**src/rtl/alu_arb_if.sv**
```systemverilog
// rtl/alu_arb_if.sv - request/response and shared-ALU signal bundle for alu_arb
interface alu_arb_if;
  logic [1:0]  REQ_VALID;
  logic [1:0]  REQ_READY;
  logic [5:0]  REQ_AR;
  logic [15:0] REQ_AC;
  logic [15:0] REQ_BUS;
  logic [1:0]  RSP_VALID;
  logic [1:0]  RSP_READY;
  logic [7:0]  RSP_DATA;
  logic        RSP_ZERO;
  logic [2:0]  ALU_AR;
  logic [7:0]  ALU_AC;
  logic [7:0]  ALU_BUS;
  logic [7:0]  ALU_IN;
  logic        ALU_CO;
  logic        BUSY;

  modport slave (
    input  REQ_VALID, REQ_AR, REQ_AC, REQ_BUS, RSP_READY, ALU_IN, ALU_CO,
    output REQ_READY, RSP_VALID, RSP_DATA, RSP_ZERO, ALU_AR, ALU_AC, ALU_BUS, BUSY
  );

  modport master (
    output REQ_VALID, REQ_AR, REQ_AC, REQ_BUS, RSP_READY, ALU_IN, ALU_CO,
    input  REQ_READY, RSP_VALID, RSP_DATA, RSP_ZERO, ALU_AR, ALU_AC, ALU_BUS, BUSY
  );
endinterface

```
**src/rtl/alu_arb.sv**
```systemverilog
// rtl/alu_arb.sv - two-requester arbiter/sequencer for the shared 8-bit ALU
module alu_arb #(
  parameter bit PRIO_FIXED = 1'b0
) (
  input logic       CLK,
  input logic       nRST,
  alu_arb_if.slave  bus
);

  typedef enum logic [1:0] {IDLE, ISSUE, RESP} state_t;

  state_t      state_q, state_d;
  logic        last_q, last_d;
  logic        owner_q, owner_d;
  logic [2:0]  alu_ar_q, alu_ar_d;
  logic [7:0]  alu_ac_q, alu_ac_d;
  logic [7:0]  alu_bus_q, alu_bus_d;
  logic [7:0]  rsp_data_q, rsp_data_d;
  logic        rsp_zero_q, rsp_zero_d;

  logic        gnt_idx;
  logic        accept;
  logic        rsp_take;

  // last_q resets to 1 so requester 0 wins the first contention
  always_comb begin
    gnt_idx = 1'b0;
    case (bus.REQ_VALID)
      2'b01:   gnt_idx = 1'b0;
      2'b10:   gnt_idx = 1'b1;
      2'b11:   gnt_idx = PRIO_FIXED ? 1'b0 : ~last_q;
      default: gnt_idx = 1'b0;
    endcase
  end

  assign accept        = (state_q == IDLE) && (|bus.REQ_VALID);
  assign rsp_take      = bus.RSP_READY[owner_q];
  assign bus.REQ_READY = accept ? (gnt_idx ? 2'b10 : 2'b01) : 2'b00;

  always_comb begin
    state_d    = state_q;
    last_d     = last_q;
    owner_d    = owner_q;
    alu_ar_d   = alu_ar_q;
    alu_ac_d   = alu_ac_q;
    alu_bus_d  = alu_bus_q;
    rsp_data_d = rsp_data_q;
    rsp_zero_d = rsp_zero_q;
    case (state_q)
      IDLE: begin
        if (accept) begin
          state_d   = ISSUE;
          owner_d   = gnt_idx;
          last_d    = gnt_idx;
          alu_ar_d  = gnt_idx ? bus.REQ_AR[5:3]   : bus.REQ_AR[2:0];
          alu_ac_d  = gnt_idx ? bus.REQ_AC[15:8]  : bus.REQ_AC[7:0];
          alu_bus_d = gnt_idx ? bus.REQ_BUS[15:8] : bus.REQ_BUS[7:0];
        end
      end
      ISSUE: begin
        state_d    = RESP;
        rsp_data_d = bus.ALU_IN;
        rsp_zero_d = bus.ALU_CO;
      end
      RESP: begin
        if (rsp_take) begin
          state_d   = IDLE;
          alu_ar_d  = 3'd0;
          alu_ac_d  = 8'd0;
          alu_bus_d = 8'd0;
        end
      end
      default: state_d = IDLE;
    endcase
  end

  always_ff @(posedge CLK or negedge nRST) begin
    if (!nRST) begin
      state_q    <= IDLE;
      last_q     <= 1'b1;
      owner_q    <= 1'b0;
      alu_ar_q   <= 3'd0;
      alu_ac_q   <= 8'd0;
      alu_bus_q  <= 8'd0;
      rsp_data_q <= 8'd0;
      rsp_zero_q <= 1'b0;
    end else begin
      state_q    <= state_d;
      last_q     <= last_d;
      owner_q    <= owner_d;
      alu_ar_q   <= alu_ar_d;
      alu_ac_q   <= alu_ac_d;
      alu_bus_q  <= alu_bus_d;
      rsp_data_q <= rsp_data_d;
      rsp_zero_q <= rsp_zero_d;
    end
  end

  assign bus.RSP_VALID = (state_q == RESP) ? (owner_q ? 2'b10 : 2'b01) : 2'b00;
  assign bus.RSP_DATA  = rsp_data_q;
  assign bus.RSP_ZERO  = rsp_zero_q;
  assign bus.ALU_AR    = alu_ar_q;
  assign bus.ALU_AC    = alu_ac_q;
  assign bus.ALU_BUS   = alu_bus_q;
  assign bus.BUSY      = (state_q != IDLE);

endmodule

```
**src/flat_wrapper.sv**
```systemverilog
// flat-port wrapper written by rule: the top's interface ports become plain ports
module alu_arb_flat 
#(
  parameter bit PRIO_FIXED = 1'b0
)
  (CLK, nRST, bus_REQ_VALID, bus_REQ_AR, bus_REQ_AC, bus_REQ_BUS, bus_RSP_READY, bus_ALU_IN, bus_ALU_CO, bus_REQ_READY, bus_RSP_VALID, bus_RSP_DATA, bus_RSP_ZERO, bus_ALU_AR, bus_ALU_AC, bus_ALU_BUS, bus_BUSY);
  alu_arb_if bus_i ();
  input logic CLK;
  input logic nRST;
  input wire logic [$bits(bus_i.REQ_VALID)-1:0] bus_REQ_VALID;
  input wire logic [$bits(bus_i.REQ_AR)-1:0] bus_REQ_AR;
  input wire logic [$bits(bus_i.REQ_AC)-1:0] bus_REQ_AC;
  input wire logic [$bits(bus_i.REQ_BUS)-1:0] bus_REQ_BUS;
  input wire logic [$bits(bus_i.RSP_READY)-1:0] bus_RSP_READY;
  input wire logic [$bits(bus_i.ALU_IN)-1:0] bus_ALU_IN;
  input wire logic [$bits(bus_i.ALU_CO)-1:0] bus_ALU_CO;
  output wire logic [$bits(bus_i.REQ_READY)-1:0] bus_REQ_READY;
  output wire logic [$bits(bus_i.RSP_VALID)-1:0] bus_RSP_VALID;
  output wire logic [$bits(bus_i.RSP_DATA)-1:0] bus_RSP_DATA;
  output wire logic [$bits(bus_i.RSP_ZERO)-1:0] bus_RSP_ZERO;
  output wire logic [$bits(bus_i.ALU_AR)-1:0] bus_ALU_AR;
  output wire logic [$bits(bus_i.ALU_AC)-1:0] bus_ALU_AC;
  output wire logic [$bits(bus_i.ALU_BUS)-1:0] bus_ALU_BUS;
  output wire logic [$bits(bus_i.BUSY)-1:0] bus_BUSY;
  assign bus_i.REQ_VALID = bus_REQ_VALID;
  assign bus_i.REQ_AR = bus_REQ_AR;
  assign bus_i.REQ_AC = bus_REQ_AC;
  assign bus_i.REQ_BUS = bus_REQ_BUS;
  assign bus_i.RSP_READY = bus_RSP_READY;
  assign bus_i.ALU_IN = bus_ALU_IN;
  assign bus_i.ALU_CO = bus_ALU_CO;
  assign bus_REQ_READY = bus_i.REQ_READY;
  assign bus_RSP_VALID = bus_i.RSP_VALID;
  assign bus_RSP_DATA = bus_i.RSP_DATA;
  assign bus_RSP_ZERO = bus_i.RSP_ZERO;
  assign bus_ALU_AR = bus_i.ALU_AR;
  assign bus_ALU_AC = bus_i.ALU_AC;
  assign bus_ALU_BUS = bus_i.ALU_BUS;
  assign bus_BUSY = bus_i.BUSY;
  alu_arb #(.PRIO_FIXED(PRIO_FIXED)) u_core (.CLK(CLK), .nRST(nRST), .bus(bus_i));
endmodule
```
**config.mk**
```make
export PLATFORM = sky130hd
export DESIGN_NAME = alu_arb_flat
export DESIGN_NICKNAME = d
export VERILOG_FILES = /design/src/rtl/alu_arb_if.sv /design/src/rtl/alu_arb.sv /design/src/flat_wrapper.sv
export SDC_FILE = /design/constraint.sdc
export NUM_CORES = 1
export LEC_CHECK = 0
export ABC_AREA = 1
export BUFFER_PORTS_ARGS = -buffer_cell sky130_fd_sc_hd__buf_2
export CAP_MARGIN = 25
export CELL_PAD_IN_SITES_DETAIL_PLACEMENT = 1
export CELL_PAD_IN_SITES_GLOBAL_PLACEMENT = 2
export CORE_UTILIZATION = 25
export DETAILED_ROUTE_END_ITERATION = 8
export GPL_ROUTABILITY_DRIVEN = 1
export GPL_TIMING_DRIVEN = 0
export PLACE_DENSITY_LB_ADDON = 0.1
export SLEW_MARGIN = 20
export SYNTH_ARGS = -nofsm -noshare
export SYNTH_HDL_FRONTEND = slang
export SYNTH_SLANG_ARGS = --single-unit
```
**constraint.sdc**
```tcl
create_clock -name CLK -period 3.4 [get_ports CLK]
set_input_delay 0.34 -clock CLK [delete_from_list [all_inputs] [get_ports CLK]]
set_output_delay 0.34 -clock CLK [all_outputs]
set_load 0.005 [all_outputs]
```
## Word level (Yosys, flattened, before mapping)

Cells that the tools add are included.

| operators by class | value |
|---|---|
| divide/modulo/power cells | 0 |
| add/subtract/negate cells | 0 |
| mux-type cells | 21 |
| bitwise operators | 1 |
| reductions and logical operators | 8 |
| $lt $le $gt $ge | 1 |
| shifts and indexed selects | 0 |
| equal/unequal tests | 6 |
| $mul | 0 |

Operator list:

| kind | number |
|---|---|
| two-way mux 8 bit | 5 |
| case mux 8 bit (2 select lines) | 2 |
| two-way mux 2 bit | 6 |
| two-way mux 3 bit | 3 |
| equality test 2 bit (second input constant) | 3 |
| case mux 2 bit (3 select lines) | 1 |
| case mux 3 bit (2 select lines) | 1 |
| inequality test 2 x 1 -> 1 bit (second input constant) | 2 |
| AND reduction 2 bit | 2 |
| nonzero test 2 bit | 2 |
| AND reduction 3 bit | 1 |
| equality test 2 x 1 -> 1 bit (second input constant) | 1 |
| zero test 2 bit | 1 |
| < comparator 1 x 2 -> 1 bit (second input constant) | 1 |
| two-way mux 1 bit | 2 |
| case mux 1 bit (2 select lines) | 1 |
| OR reduction 2 bit | 1 |
| logical AND 1 bit | 1 |
| inverter 1 bit | 1 |

| word-level totals | value |
|---|---|
| memories | 0 |
| register bits after elaboration | 32 |
| bits of input ports | 53 |
| bits in read-only memories | 0 |
| output and inout port bits | 33 |
| RAM bits | 0 |
| bits in latches | 0 |
| word-level logic and storage cells | 45 |

## Depth between registers and ports, before layout

Gate-level depths: netlist (run 1).

| logic depth | value |
|---|---|
| depth in word-level cells | 5 |
| gate-level depth with buffers | 8 |
| depth with buffers taken out | 7 |

## Worst setup path before layout (run 1)

No wires, ideal clock.

| timing path | value |
|---|---|
| kind | reg-to-output |
| start | register u_core.last_q |
| end | output port bus_REQ_READY[0] |
| setup slack | 2.059 ns |
| stages on the path, launching flop included | 6 |
| data required time | 3.060 ns |
| data arrival time | 1.001 ns |
| path buffers | 1 |
| cells stage by stage | dfstp_2 -> nand2_2 -> nand2_2 -> inv_2 -> buf_4 -> nor2_1 |

| between the ends | value |
|---|---|
| longest elaborated chain between the ends | 4 |

RTL lines:

| element | RTL line | RTL |
|---|---|---|
| start: declaration | alu_arb.sv:13 | `logic last_q, last_d;` |
| start signal: assignment | alu_arb.sv:89 | `last_q <= last_d;` |
| inverter 1 bit | alu_arb.sv:31 | `2'b11: gnt_idx = PRIO_FIXED ? 1'b0 : ~last_q;` |
| case mux 1 bit (2 select lines) | alu_arb.sv:28 | `case (bus.REQ_VALID)` |
| two-way mux 2 bit (2 in a row) | alu_arb.sv:38 | `assign bus.REQ_READY = accept ? (gnt_idx ? 2'b10 : 2'b01) : 2'b00;` |
| end: declaration | flat_wrapper.sv:17 | `output wire logic [$bits(bus_i.REQ_READY)-1:0] bus_REQ_READY;` |

Every way passes these cells.

## Worst setup path in the final report (run 1)

Ends and elaborated chain as after synthesis.

==> qor.yml, run 1 <==
status:
  status: "complete, no violations"
cts:
  holdBufCountCts: 0
  clk_latency_ps: 280
  cts_made_buffers: 5
  cts_buffer_depth: 2
  cts_tree: "yes"
  cts_max_level: 2
  ctsResizeCount: 0
  cts_sinks: 32
  clockRootBuffer: "clkbuf_8"
  cts_setup_buffers: 0
  clkTransAtPathRegs_ps: 70
worst_setup_path:
  endpoint_kind: "output pin"
  crit_slowest_cell: "dfstp_2"
  cp_slowest_stage_delay_ps: 540
  path_cells: "nand2_2, nand2_2, inv_2, buf_4, nor2_1, buf_2"
  crit_fanout: 10
  path_common_cell: "nand2_2"
  worst-path-buf-inv: 3
  path_delay_family: "flip-flops"
  worst-setup-path-type: "reg -> out"
  start_kind: "flip-flop"
  crit_start: "u_core.last_q"
  crit_arrival_ps: 1560
  cp_data_required_time_ps: 3060
  r2r-start: "u_core.last_q"
drt:
  vias: 1512
  drt-total-wl_mm: 4.412
  drt_iter0_drc: 43
  drt-pass1-iter-count: 4
  via_per_inst: 4.223
  ant_nets: 0
  wire_per_inst_um: 12.32
  drc: 0
synthesis:
  syn-instance-count: 191
  synthFlopType: "dfrtp_1"
  synthTopCellsByCount: "nand2_1 (95), dfrtp_1 (31), inv_1 (13)"
  ys_seq_area_frac: 0.5035
  ys_types: 19
  synth_warnings: 0
  async_reset_ff_frac: 1.000
  synth_edf_count: 0
  avgSynthCellArea_um2: 8.339
  synth_most_common_cell: "nand2_1"
  synth_top_area_frac: 0.4870
  syn_area_um2: 1593
  synthesis.nets: 244
  synth_area_leaders: "dfrtp_1 (49%), nand2_1 (22%), mux2_2 (6.4%), inv_1 (3.1%), buf_6 (2.8%)"
  synth_top_area_cell: "dfrtp_1"
  ys_ff_latch: 32
global_routing:
  grt_start_max_net_pins: 33
  grtUsageTotal: 0.1409
  antenna_found_initial: 0
  grt_pass1_vias: 1516
  grt_pass1_wl_mm: 7.044
  overflow: 0
placement:
  portBuffers: 84
  place_congestion: 0.7561
  pre_cts_slack_ps: 1805
  place.detailed.hpwl_mm: 3.417
timing:
  setup_viol: 0
  grt_setup_unrepaired: "no"
  fin_ws_ps: 1498
  period_needed_ps: 1902
  hold_slack_ps: 116.5
  final.period_utilization: 0.5596
  fmax_ghz: 0.5256
  final-hold-violation-count: 0
  fin_skew_ps: 5.370
  slew_headroom: 0.5197
  maxSlewViolCount: 0
  worstMarginPinSlew_ps: 720.5
  fin_tns_setup_ps: 0
die:
  die-area_um2: 6695
  core_area_um2: 6026
  die_width_um: 81.82
  initial_utilization: 0.2643
  ioPinCount: 86
  die_h_um: 81.82
  num_rows: 28
finish:
  seq_area_um2: 802.0
  nets: 335
  synthToLayoutAreaGrowth_pct: 40.22
  drive_gt1_frac: 0.4276
  multi_input_area_um2: 668.1
  diodes: 0
  num-fill-cells: 777
job:
  maxCapViolCount: 0
power:
  powerDensity_nw_per_um2: 830.4
  leakage_nw: 1.293
  max-vdd-ir-drop_uv: 298.7
hold_path:
  hold_class: "in -> async"
==> worst paths after layout <==
| check | endpoint | slack, ps | cells past startpoint |
|---|---|---|---|
| max | bus_REQ_READY[0] | 1500 | 6 |
| max reg2reg | u_core.bus.ALU_AC[0] | 2010 | 6 |
| min in group CLK | u_core.bus.RSP_DATA[5] | 300 | 2 |
| max in group asynchronous | u_core.bus.RSP_ZERO | 2820 | 1 |
| min reg2reg | u_core.bus.ALU_AC[2] | 470 | 2 |
| min | u_core.bus.ALU_AC[3] | 120 | 1 |
==> final cells by class <==
type | count | area share
clock buffers | 7 | 0.04314
flip-flops and latches | 32 | 0.3591
inverters | 16 | 0.02689
well taps | 75 | 0.04202
repair buffers | 84 | 0.1882
plain buffers | 7 | 0.02801
clock inverters | 1 | 0.01345
multi-input cells | 136 | 0.2992
==> stage by stage <==
stage,instance area (um2),std cells,utilization,total power [mW]
after CTS,2233,358,0.3706,1.901
after detailed placement,2107,350,0.3497,1.491
after global routing,2233,358,0.3706,2.044
after floorplan,1593,191,-,1.148
after global placement,2107,350,0.3497,1.475
final,2233,358,0.3706,1.855
==> registers in the layout (all words and copies together), names as in the netlist <==
name,count
u_core.bus.ALU_AC,8
u_core.bus.ALU_BUS,8
u_core.bus.RSP_DATA,8
u_core.bus.ALU_AR,3
u_core.state_q,2
u_core.bus.RSP_ZERO,1
u_core.last_q,1
u_core.owner_q,1
==> report_power, final <==
part | switching (mW) | leakage [nW] | total (mW) | internal [mW]
combinational | 0.432 | 0.834 | 0.800 | 0.368
clock | 0.139 | 0.0645 | 0.398 | 0.259
sequential | 0.0927 | 0.394 | 0.656 | 0.564
==> cell usage in the layout (no fill, tap or decap), types with 4 or more instances in the layout <==
cell      instances
dfrtp_1          31
nand3b_1          6
nand2_1          95
clkbuf_8          7
mux2_2            9
nand3_1           6
buf_2            86
buf_6             4
nor2_1            4
o21ai_1           6
inv_1            13
==> layer usage <==
layer / vias to the layer above / part of all wire / global-route usage / wire (um)
li1: 768 / - / - / -
met1: 688 / 0.47 / 0.1727 / 2053
met2: 50 / 0.46 / 0.2405 / 2038
met3: 6 / 0.060 / 0.04222 / 263
met4: 0 / 0.013 / 0.03333 / 56
met5: - / 0 / 0 / 0
==> cell families (layout without fill, tap and decap cells) <==
| family | count (synthesis) | in the layout | share of synthesized area |
|---|---|---|---|
| AOI/OAI and AO/OA | 8 | 8 | 0.03221 |
| and+or+nand+nor | 119 | 119 | 0.3236 |
| DFF | 32 | 32 | 0.5035 |
| buffers and inverters | 23 | 115 | 0.07699 |
| muxes | 9 | 9 | 0.06363 |
Note: power is estimated with default switching activity, not from simulation.
==> run 2: changes to the inputs <==
CORE_UTILIZATION = 21   (was 25)
clock period = 1.7 ns   (was 3.4 ns; I/O delays follow)
==> run 2 against run 1 <==
Compared with the run above: largest cell class unchanged; highest routed layer unchanged; clock skew increased by 0.59 ps; flip-flop and latch count unchanged; critical path depth decreased by 1.
==> qor.yml, run 2 (synthesized netlist as in run 1, its figures left out) <==
worst_setup_path:
  reg2regPathDepth: 8  # +2
  cp_data_required_time_ps: 1530  # -1530 ps
  rrSetupSlack_ps: 310  # -1700 ps
  crit_arrival_ps: 1410  # -150 ps
  worst-setup-path-type: "reg -> out"
  start_kind: "flip-flop"
  crit_fanout: 14  # +4
  path_cells: "nand2_4, nand2_2, inv_2, nor2_1, buf_2"
  r2r-end: "u_core.bus.ALU_AC[4]"
  r2r-start: "u_core.last_q"
  cp_slowest_stage_delay_ps: 550  # about the same
  endpoint_kind: "output pin"
  crit_slowest_cell: "dfstp_2"
drt:
  via_per_inst: 3.940  # -6.7%
  drc: 0  # unchanged
  drt_iter0_drc: 26  # -40%
  wire_per_inst_um: 11.96  # -2.9%
  vias: 1517  # +0.33%
  ant_nets: 0  # unchanged
  drt-total-wl_mm: 4.605  # +4.4%
  drt-pass1-iter-count: 4  # unchanged
die:
  die_width_um: 89.09  # +8.9%
  initial_utilization: 0.2184  # -0.04590
  ioPinCount: 86  # unchanged
  die-area_um2: 7937  # +19%
  num_rows: 31  # +11%
  die_h_um: 89.09  # +8.9%
  core_area_um2: 7292  # +21%
cts:
  cts_tree: "yes"
  clkTransAtPathRegs_ps: 70  # about the same
  cts_max_level: 2  # unchanged
  cts_sinks: 32  # unchanged
  cts_made_buffers: 5  # unchanged
  cts_buffer_depth: 2  # unchanged
  clockRootBuffer: "clkbuf_8"
  clk_latency_ps: 280  # about the same
hold_path:
  min_from: "bus_ALU_IN[2]"
  hold_class: "in -> reg"
  hold_path_end: "u_core.bus.RSP_DATA[2]"
  worstHoldPathCells: 2
finish:
  layout_common_cells: "nand2_1 (95), buf_2 (85), dfrtp_1 (31)"
  nets: 338  # +0.90%
  synthToLayoutAreaGrowth_pct: 43.21
  drive_gt1_frac: 0.4301  # +0.002508
  diodes: 0  # unchanged
  multi_input_area_um2: 673.1  # +0.75%
  mostFrequentLayoutCell: "nand2_1"
  seq_area_um2: 802.0  # unchanged
  num-fill-cells: 931  # +20%
timing:
  final.period_utilization: 0.9271
  grt_setup_unrepaired: "no"
  final-hold-violation-count: 0  # unchanged
  hold_slack_ps: 118.4  # +1.918 ps
  worstMarginPinSlew_ps: 726.3  # +5.868 ps
  period_needed_ps: 1576
  fin_skew_ps: 5.965  # +0.5947 ps
  slew_headroom: 0.5158  # -0.003912
  fin_tns_setup_ps: 0  # unchanged
  maxSlewViolCount: 0  # unchanged
  setup_viol: 0  # unchanged
  fmax_ghz: 0.6345
placement:
  place.detailed.hpwl_mm: 3.507  # +2.6%
  place_congestion: 0.6509  # -14%
  portBuffers: 84  # unchanged
global_routing:
  grt_start_max_net_pins: 33  # unchanged
  grtUsageTotal: 0.1191  # -0.02181
  grt_pass1_vias: 1447  # -4.6%
  antenna_found_initial: 0  # unchanged
  grt_pass1_wl_mm: 7.093  # +0.70%
  overflow: 0  # unchanged
status:
  status: "complete, no violations"
power:
  combPwrFrac: 0.449  # +0.017
  swShare: 0.3684  # +0.01018
  powerDensity_nw_per_um2: 1619  # +95%
  switchingPower_mw: 1.360  # +100%
  seq_power_share: 0.356  # +0.002
  max-vdd-ir-drop_uv: 356.2  # +19%
  intPower_mw: 2.332  # +96%
  clkPwrFrac: 0.195  # -0.020
  leakage_nw: 1.303  # +0.79%
job:
  maxCapViolCount: 0  # unchanged
[run 2: how the worst max path moves through the flow]
stage                      start               end  depth (start not counted)
6_report           u_core.last_q  bus_REQ_READY[0]                          5
5_1_grt            u_core.last_q  bus_REQ_READY[0]                          5
4_1_cts        u_core.state_q[0]  bus_REQ_READY[0]                          6
3_5_place_dp       u_core.last_q  bus_REQ_READY[0]                          6
3_3_place_gp       u_core.last_q  bus_REQ_READY[0]                          6
2_1_floorplan      u_core.last_q    u_core.owner_q                          6
[run 2: worst max-delay path: cells and delay by family (launching register included)]
family | cells | cell delay, ps
DFF | 1 | 550
buffers and inverters | 2 | 260
and+or+nand+nor | 3 | 320
[run 2: stage by stage]
stage / util / power (mW) / instance area, um2 / instances / worst slack (ps)
6_report: 0.3128 / 3.692 / 2281 / 385 / 123.9
5_1_grt: 0.3128 / 4.066 / 2281 / 385 / 18.91
4_1_cts: 0.3114 / 3.754 / 2271 / 384 / 12.52
3_5_place_dp: 0.2931 / 2.993 / 2137 / 374 / 306.7
3_3_place_gp: 0.2931 / 2.972 / 2137 / 374 / 317.2
2_1_floorplan: - / 2.296 / 1593 / 191 / 524.1
[run 2: final cells by class]
class                      instances  share of cell area
sequential                        32              0.3516
multi-input combinational        136              0.2951
timing repair buffer              88              0.1986
tap                               99             0.05431
clock buffer                       5             0.03017
inverter                          16             0.02633
buffer                             6             0.02523
clock inverter                     3             0.01865
[run 2: routing by layer]
metal / share of wire / wire length [um] / global-route usage / vias up
met5: 0 / 0 / 0 / -
met2: 0.45 / 2059 / 0.1832 / 50
met3: 0.063 / 291 / 0.03786 / 2
met4: 0.0046 / 21 / 0.03030 / 0
met1: 0.48 / 2233 / 0.1620 / 690
li1: - / - / - / 775
[run 2: power by group through the flow]
stage | combinational [mW] | clock (mW) | sequential [mW]
detailed placement | 1.67 | 0 | 1.33
finish | 1.66 | 0.721 | 1.31
global placement | 1.65 | 0 | 1.32
floorplan | 0.951 | 0 | 1.35
global route | 1.91 | 0.793 | 1.37
CTS | 1.68 | 0.755 | 1.32
[run 2: repair_timing]
item / CTS / global route
hold endpoints to repair: 31 / 0
setup endpoints to repair: 1 / 2
gates resized for setup: 1 / 2
pin swaps: 1 / 0
hold buffers: 1 / 0
setup buffers: 1 / 2
==> run 3: changes to the inputs <==
SETUP_SLACK_MARGIN = 0.4   (was unset)
==> run 3 against run 2 <==
Compared with the run above: first-iteration DRC count shrank 38%; combinational power increased by 68%; register-to-register slack lost 30 ps; critical path depth grew 1; flip-flop and latch count did not move.
==> qor.yml, run 3 (synthesized netlist as in run 1, its figures left out) <==
cts:
  cts_tree: "yes"
  cts_sinks: 32  # unchanged
  cts_buffer_depth: 2  # unchanged
  cts_made_buffers: 5  # unchanged
  clk_latency_ps: 280  # about the same
  clockRootBuffer: "clkbuf_8"
  clkTransAtPathRegs_ps: 70  # about the same
  cts_max_level: 2  # unchanged
power:
  intPower_mw: 3.071  # +32%
  swShare: 0.3696  # +0.001201
  combPwrFrac: 0.573  # +0.124
  leakage_nw: 1.583  # +21%
  total_power_mw: 4.871  # +32%
  max-vdd-ir-drop_uv: 421.9  # +18%
  clkPwrFrac: 0.148  # -0.047
  switchingPower_mw: 1.800  # +32%
  seq_power_share: 0.279  # -0.077
  powerDensity_nw_per_um2: 1706  # +5.4%
timing:
  fmax_ghz: 0.6765  # +6.6%
  worstMarginPinSlew_ps: 745.2  # +18.82 ps
  fin_tns_setup_ps: 0  # unchanged
  slew_headroom: 0.5032  # -0.01255
  maxSlewViolCount: 0  # unchanged
  final-hold-violation-count: 0  # unchanged
  period_needed_ps: 1478  # -98.02 ps
  fin_skew_ps: 5.724  # -0.2409 ps
  final.period_utilization: 0.8695  # -0.05766
  hold_slack_ps: 122.2  # +3.845 ps
  setup_viol: 0  # unchanged
  grt_setup_unrepaired: "yes"
  fin_ws_ps: 221.9  # +98.02 ps
worst_setup_path:
  cp_slowest_stage_delay_ps: 560  # about the same
  crit_slowest_cell: "dfstp_2"
  start_kind: "flip-flop"
  path_cells: "nand2_4, nand2_4, buf_6, buf_8, nor2_4, buf_2"
  crit_arrival_ps: 1310  # -100 ps
  cp_data_required_time_ps: 1530  # about the same
  endpoint_kind: "output pin"
  worst-setup-path-type: "reg -> out"
  crit_fanout: 3  # -11
  path_common_cell: "nand2_4"
die:
  die_width_um: 89.09  # unchanged
  die_h_um: 89.09  # unchanged
  ioPinCount: 86  # unchanged
  num_rows: 31  # unchanged
  initial_utilization: 0.2184  # unchanged
  die-area_um2: 7937  # unchanged
  core_area_um2: 7292  # unchanged
placement:
  place_congestion: 0.6509  # unchanged
  pre_cts_slack_ps: 306.7  # unchanged
  portBuffers: 84  # unchanged
  place.detailed.hpwl_mm: 3.507  # unchanged
  placed_cells: 374  # unchanged
global_routing:
  antenna_found_initial: 0  # unchanged
  grt_start_max_net_pins: 33  # unchanged
  overflow: 0  # unchanged
  grtUsageTotal: 0.1267  # +0.007602
  grt_pass1_wl_mm: 7.548  # +6.4%
  grt_pass1_vias: 1532  # +5.9%
finish:
  diodes: 0  # unchanged
  nets: 361  # +6.8%
  synthToLayoutAreaGrowth_pct: 79.26
  stdcell_count: 408  # +6.0%
  mostFrequentLayoutCell: "buf_2"
  drive_gt1_frac: 0.5858  # +0.1557
  layout_common_cells: "buf_2 (83), nand2_1 (76), dfrtp_1 (30)"
  num-fill-cells: 891  # -4.3%
drt:
  drt-pass1-iter-count: 4  # unchanged
  vias: 1636  # +7.8%
  drt_iter0_drc: 16  # -38%
  drt-total-wl_mm: 5.266  # +14%
  drc: 0  # unchanged
  ant_nets: 0  # unchanged
  via_per_inst: 4.010  # +1.8%
  wire_per_inst_um: 12.91  # +7.9%
hold_path:
  hold_class: "in -> reg"
status:
  status: "complete, no violations"
job:
  maxCapViolCount: 0  # unchanged
run 3: repair_timing:
action                                  in CTS  in global routing
endpoints found under the setup margin      25                 34
pin swaps                                    4                 14
cloned                                       2                  3
setup buffers                               14                  6
hold endpoints to repair                    31                  0
hold buffers                                 1                  0
resized for setup                           18                 70
run 3: through the flow:
stage,cell area (um2),utilization
4_1_cts,2494,0.3420
2_1_floorplan,1593,-
3_5_place_dp,2137,0.2931
3_3_place_gp,2137,0.2931
6_report,2855,0.3916
5_1_grt,2855,0.3916
run 3: path summary, 6_finish.rpt:
check / from / end / slack (ps) / cells past startpoint
max: u_core.last_q / bus_REQ_READY[1] / 220 / 6
min: bus_ALU_IN[2] / u_core.bus.RSP_DATA[2] / 120 / 2
max reg2reg: u_core.state_q[1] / u_core.bus.ALU_BUS[0] / 280 / 9
min reg2reg: u_core.bus.ALU_AR[2] / u_core.bus.ALU_AR[2] / 480 / 2
max in group asynchronous: nRST / u_core.state_q[0] / 680 / 2
min in group asynchronous: nRST / u_core.bus.RSP_DATA[2] / 500 / 2
run 3: critical path, delay by kind of cell, from the launching register on:
family	cells	cell delay [ps]
flip-flops	1	560
buffers and inverters	3	310
AND/OR/NAND/NOR	3	170
run 3: layer usage:
metal,share of wire,up-vias,GRT usage
met1,0.46,755,0.1683
met4,0.0040,0,0.03030
met2,0.48,52,0.2033
met3,0.056,2,0.03693
met5,0,-,0
li1,-,827,-
run 3: power groups by stage:
stage / Sequential [mW] / Combinational [mW] / Clock [mW]
5_1_grt: 1.41 / 3.08 / 0.788
4_1_cts: 1.32 / 2.10 / 0.755
6_report: 1.36 / 2.79 / 0.723
3_5_place_dp: 1.33 / 1.67 / 0
3_3_place_gp: 1.32 / 1.65 / 0
2_1_floorplan: 1.35 / 0.951 / 0
run 3: final cells by class:
class                      count  area [um2]  share of cell area
buffer                         7       93.84             0.03287
sequential                    32       803.3              0.2813
inverter                      16       67.56             0.02366
multi-input combinational    137       909.6              0.3186
timing repair buffer         109       745.7              0.2612
tap                           99       123.9             0.04338
clock inverter                 3       42.54             0.01490
clock buffer                   5       68.82             0.02410
